### src/rtl/viterbi_pkg.sv
// viterbi_pkg: shared definitions for the hard-decision Viterbi decoder of
// the rate-1/2, K=3 code (generators 111 / 101).
//   NUM_STATES   : trellis state count
//   G0, G1       : generator taps over {u, u[n-1], u[n-2]}
//   expected_sym : code symbol emitted from a state for input bit u
//   next_state   : trellis successor for input bit u
//   sym_dist     : Hamming distance between two code symbols (branch metric)
package viterbi_pkg;

  localparam int unsigned NUM_STATES = 4;
  localparam logic [2:0]  G0         = 3'b111;
  localparam logic [2:0]  G1         = 3'b101;

  // State encoding {u[n-1], u[n-2]}
  typedef logic [1:0] state_t;
  typedef logic [1:0] sym_t;

  function automatic sym_t expected_sym(input state_t state, input logic u);
    logic [2:0] taps;
    taps = {u, state};
    return {^(taps & G0), ^(taps & G1)};
  endfunction

  function automatic state_t next_state(input state_t state, input logic u);
    return {u, state[1]};
  endfunction

  function automatic logic [1:0] sym_dist(input sym_t a, input sym_t b);
    sym_t x;
    x = a ^ b;
    return {1'b0, x[1]} + {1'b0, x[0]};
  endfunction

endpackage

### src/rtl/viterbi_acs.sv
// viterbi_acs: 2-way add-compare-select for one trellis state.
//   pm0, pm1 : path metrics of predecessor 0 (lower index) and predecessor 1
//   bm0, bm1 : branch metrics of the two incoming transitions
//   pm_new   : surviving candidate metric (not yet normalised)
//   dec      : 1 when predecessor 1 survives; ties go to predecessor 0
module viterbi_acs #(
  parameter int unsigned PM_W = 8
) (
  input  logic [PM_W-1:0] pm0,
  input  logic [PM_W-1:0] pm1,
  input  logic [1:0]      bm0,
  input  logic [1:0]      bm1,
  output logic [PM_W-1:0] pm_new,
  output logic            dec
);

  logic [PM_W-1:0] cand0;
  logic [PM_W-1:0] cand1;

  always_comb begin
    cand0  = pm0 + PM_W'(bm0);
    cand1  = pm1 + PM_W'(bm1);
    dec    = (cand1 < cand0);
    pm_new = dec ? cand1 : cand0;
  end

endmodule

### src/rtl/viterbi_decoder.sv
// viterbi_decoder: hard-decision Viterbi decoder for the encoder2 code
// (rate 1/2, K=3, generators 111/101) with register-exchange survivors.
//   clk, rst : rising-edge clock, synchronous active-high reset
//   enable   : d_in carries a valid code symbol this cycle
//   d_in     : code symbol, [1] = g0 output, [0] = g1 output
//   d_out    : decoded bit, TB_DEPTH-1 enabled cycles after its symbol
//   valid_o  : d_out comes from a fully populated survivor path
//   err_cnt  : (only with VITERBI_ERRCNT_EN) saturating sum of the
//              per-symbol normalisation amount = best-path bit errors
module viterbi_decoder
  import viterbi_pkg::*;
#(
  parameter int unsigned TB_DEPTH = 16,
  parameter int unsigned PM_W     = 8
) (
  input  logic        clk,
  input  logic        rst,
  input  logic        enable,
  input  logic [1:0]  d_in,
  output logic        d_out,
  output logic        valid_o
`ifdef VITERBI_ERRCNT_EN
  ,
  output logic [15:0] err_cnt
`endif
);

  localparam int unsigned CNT_W = $clog2(TB_DEPTH);

  logic [PM_W-1:0]     pm        [NUM_STATES];
  logic [PM_W-1:0]     pm_acs    [NUM_STATES];
  logic                dec       [NUM_STATES];
  // The oldest survivor bit is only ever observed as it leaves through d_out,
  // so storage keeps TB_DEPTH-1 bits and the full-length path exists only
  // combinationally in surv_next.
  logic [TB_DEPTH-2:0] surv      [NUM_STATES];
  logic [TB_DEPTH-1:0] surv_next [NUM_STATES];
  logic [PM_W-1:0]     pm_min;
  state_t              best;
  logic [CNT_W-1:0]    cnt;

  // State {a,b} is reached from {b,0} or {b,1} with input bit a.
  for (genvar s = 0; s < NUM_STATES; s++) begin : g_state
    localparam state_t P0 = state_t'((s % 2) * 2);
    localparam state_t P1 = state_t'((s % 2) * 2 + 1);
    localparam logic   A  = ((s / 2) != 0);

    logic [1:0] bm0;
    logic [1:0] bm1;

    assign bm0 = sym_dist(d_in, expected_sym(P0, A));
    assign bm1 = sym_dist(d_in, expected_sym(P1, A));

    viterbi_acs #(.PM_W(PM_W)) u_acs (
      .pm0    (pm[P0]),
      .pm1    (pm[P1]),
      .bm0    (bm0),
      .bm1    (bm1),
      .pm_new (pm_acs[s]),
      .dec    (dec[s])
    );

    assign surv_next[s] = {(dec[s] ? surv[P1] : surv[P0]), A};
  end

  always_comb begin
    pm_min = pm_acs[0];
    best   = '0;
    for (int unsigned i = 1; i < NUM_STATES; i++) begin
      if (pm_acs[i] < pm_min) begin
        pm_min = pm_acs[i];
        best   = state_t'(i);
      end
    end
  end

  always_ff @(posedge clk) begin
    if (rst) begin
      for (int unsigned i = 0; i < NUM_STATES; i++) begin
        pm[i]   <= (i == 0) ? '0 : PM_W'(4);
        surv[i] <= '0;
      end
      cnt     <= '0;
      d_out   <= 1'b0;
      valid_o <= 1'b0;
    end else if (enable) begin
      for (int unsigned i = 0; i < NUM_STATES; i++) begin
        pm[i]   <= pm_acs[i] - pm_min;
        surv[i] <= surv_next[i][TB_DEPTH-2:0];
      end
      if (cnt != CNT_W'(TB_DEPTH - 1)) cnt <= cnt + CNT_W'(1);
      valid_o <= (cnt == CNT_W'(TB_DEPTH - 1));
      d_out   <= surv_next[best][TB_DEPTH-1];
    end else begin
      valid_o <= 1'b0;
    end
  end

`ifdef VITERBI_ERRCNT_EN
  logic [16:0] err_sum;
  assign err_sum = {1'b0, err_cnt} + 17'(pm_min);

  always_ff @(posedge clk) begin
    if (rst)         err_cnt <= '0;
    else if (enable) err_cnt <= err_sum[16] ? '1 : err_sum[15:0];
  end
`endif

endmodule

### config.mk
export PLATFORM = sky130hd
export DESIGN_NAME = viterbi_decoder
export DESIGN_NICKNAME = d
export VERILOG_FILES = /design/src/rtl/viterbi_pkg.sv /design/src/rtl/viterbi_acs.sv /design/src/rtl/viterbi_decoder.sv
export SDC_FILE = /design/constraint.sdc
export NUM_CORES = 1
export LEC_CHECK = 0
export CORE_ASPECT_RATIO = 0.75
export CORE_MARGIN = 2
export CORE_UTILIZATION = 45
export CTS_BUF_LIST = sky130_fd_sc_hd__clkbuf_2
export DETAILED_ROUTE_END_ITERATION = 12
export PLACE_DENSITY = 0.72
export SYNTH_ARGS = -nofsm -noshare
export SYNTH_HDL_FRONTEND = slang
export SYNTH_HIERARCHICAL = 1
export SYNTH_SLANG_ARGS = --single-unit
### constraint.sdc
create_clock -name clk -period 14.3 [get_ports clk]
set_input_delay 2.86 -clock clk [delete_from_list [all_inputs] [get_ports clk]]
set_output_delay 2.86 -clock clk [all_outputs]
set_load 0.05 [all_outputs]
==> summary.md <==
| Metric | Value |
|---|---|
| Num ports | `7` |
| Yosys Warn Count | `6` |
| First-pass GRT wire length | `36400 µm` |
| Net Count, Synth | `1045` |
| Clock-pin slew on the worst setup and hold paths | `0.29 ns` |
| Initial antenna violation count | `0` |
| Max-cap check violation count | `0` |
| Seq/Total Area, Yosys | `31.1%` |
| Vias/cell | `5.71` |
| Hold Crit Class | `flop to flop` |
| CP max stage delay | `0.51 ns` |
| H-tree depth | `3` |
| Worst Path Buf+Inv | `8` |
| Post-synthesis instance total | `954` |
| Synth top area share | `29.5%` |
| Full die area | `20800 µm²` |
| Number of global-route vias before repair | `6817` |
| Die width | `166 µm` |
| Fin crit period | `13.56 ns` |
| CP Class | `input port to flop` |
| Fin util | `49.1%` |
| Total wire length | `22000 µm` |
| Setup Skew | `0.0428 ns` |
| Area leader, netlist | `edfxtp_1` |
| Crit path max-delay family | `adder cells` |
| Final hold vios | `0` |
| Least-Margin Pin Slew | `1.23 ns` |
| Final #Nets | `1063` |
| Initial DRC count | `646` |
| Hold buffers post-CTS | `0` |
| Max Buffers Root-to-Sink | `2` |
| Layout cell share with drive strength beyond 1 | `9.01%` |
| Critical path fanouts, max | `14` |
| Synth Area per Inst | `9.27 µm²` |
| Post-DP HPWL | `16700 µm` |
| Post-DRT Antenna Nets | `0` |
| Cell area after synthesis | `8840 µm²` |
| RSZ-0062 raised after global routing | `no` |
| Router iterations before antenna repair | `5` |
| Max Freq | `73.8 MHz` |
| Yosys cell types | `76` |
| Buffers added on ports | `6` |
| CTS Sinks | `94` |
| Remaining Overflow, GRT | `0` |
| Most frequent cell on the critical path | `ha_1` |
| Remaining DRCs | `0` |
| EDFF count, synth | `87` |
| Cts bufs inserted | `9` |
| Crit end category | `flop` |
| Top_reg_cell synth | `edfxtp_1` |
| Asr flop ratio synth | `0%` |
| Diode count | `0` |
| Synth Register Bits | `94` |
| Area grow syn2layout | `7.30%` |
| Die Span Y | `125 µm` |
| CP max stage cell | `clkdlybuf4s50_1` |
| Clk root buf | `clkbuf_2` |
| Final setup vio count | `0` |
| Area of the core | `19300 µm²` |
| Outcome | `finished, final reports clean` |
| Worst Setup Start Kind | `input port` |
| Area contributors post-synth | `edfxtp_1 (30%), ha_1 (11%), mux2i_1 (10%), xnor2_1 (6.3%), nor2_1 (5.0%)` |
| Via Count | `7018` |
| Wire per inst | `17.9 µm` |
| Pin count of the biggest net entering global routing | `89` |
| GRT Overall Usage | `21.8%` |
| Final Cycle Share | `94.8%` |
| WP data arrival | `14.06 ns` |
| Synth top cells by count | `nor2_1 (118), mux2i_1 (92), edfxtp_1 (87)` |
| Routability cong. | `0.969` |
| Initial Utilization | `45.8%` |
| Worst-Skew Late Latency | `0.62 ns` |
| Critical Path RT | `14.81 ns` |
| Rel. slew slack | `17.7%` |
| CTS tree | `yes` |
| Rows | `44` |
| Top-count cell post-synth | `nor2_1` |
| Max-slew violation count | `0` |
## flip-flops by register name, indices dropped and copies added, names as in the netlist
register / flops
d_out: 1
surv: 56
pm: 32
cnt: 4
valid_o: 1
## logic make-up after synthesis
group                    Yosys count  synth area share, %
multiplexers                     101                 11.8
adder cells (fa/ha/maj)           96                 14.0
flip-flops                        94                 31.1
XOR/XNOR                          85                 8.42
buffers and inverters            109                 5.08
AO/OA/AOI/OAI                    173                 14.0
AND/OR/NAND/NOR                  296                 15.5
## cell type report
type / instances / area (µm²)
repair buffers: 42 / 334
inverters: 74 / 278
fillers: 1789 / 9840
flip-flops and latches: 94 / 2750
clock inverters: 6 / 45.0
multi-input cells: 751 / 5710
well taps: 253 / 317
clock buffers: 10 / 50.0
## per-stage QoR
stage	worst slack [ns]	TNS, ns	hold slack [ns]	area, µm²	instances
detailed placement	-0.0489	-0.0821	0.473	9370	1212
global placement	0.210	0	0.466	9370	1212
global route	0.00840	0	0.526	9490	1230
floorplan	1.25	0	0.448	8840	954
finish	0.742	0	0.497	9490	1230
CTS	0.625	0	0.500	9460	1228
## repair_timing
action                     4_1_cts  5_1_grt
setup buffers                    0        2
resized for setup                0        3
setup endpoints to repair        0        6
## cell usage in the layout (no fill, tap or decap), types with 7 or more instances in the layout
cell type / synthesis / final
a21o_1: 11 / 11
a21oi_1: 43 / 43
a31oi_1: 12 / 8
and2_1: 10 / 10
buf_4: 1 / 35
clkbuf_2: 0 / 10
dfxtp_1: 7 / 7
edfxtp_1: 87 / 87
fa_1: 8 / 8
ha_1: 78 / 78
inv_1: 74 / 74
mux2i_1: 92 / 91
nand2_1: 59 / 58
nand2b_1: 25 / 24
nand3_1: 23 / 23
nor2_1: 118 / 118
nor2b_1: 7 / 7
nor3_1: 23 / 23
o21ai_0: 28 / 28
xnor2_1: 64 / 64
xor2_1: 21 / 21
## worst reg2reg max path: cells and delay by family, from the launching register on
family | cells | cell delay (ns)
adders and majority gates | 10 | 3.06
and+or+nand+nor | 13 | 2.97
AOI/OAI and AO/OA | 14 | 2.65
muxes | 3 | 0.81
buffers and inverters | 6 | 0.58
DFF | 1 | 0.44
xor gates and xnor gates | 1 | 0.17
## per-layer routing
layer,part of all wire (%),GRT usage [%]
met1,50,32.5
met2,42,32.1
met3,7.4,5.13
met4,1.2,4.50
met5,0,0
## final timing paths
check | start | endpoint | slack, ns | cells past startpoint
worst min register to register | cnt[1] | cnt[1] | 0.50 | 2
worst max-delay path | d_in[1] | pm[3][6] | 0.74 | 50
worst min-delay path | cnt[1] | cnt[1] | 0.50 | 2
worst max register to register | pm[1][0] | pm[3][6] | 3.55 | 47
Power is not shown: default switching activity piles up to over one toggle a cycle in this logic, so the estimate is an artifact.
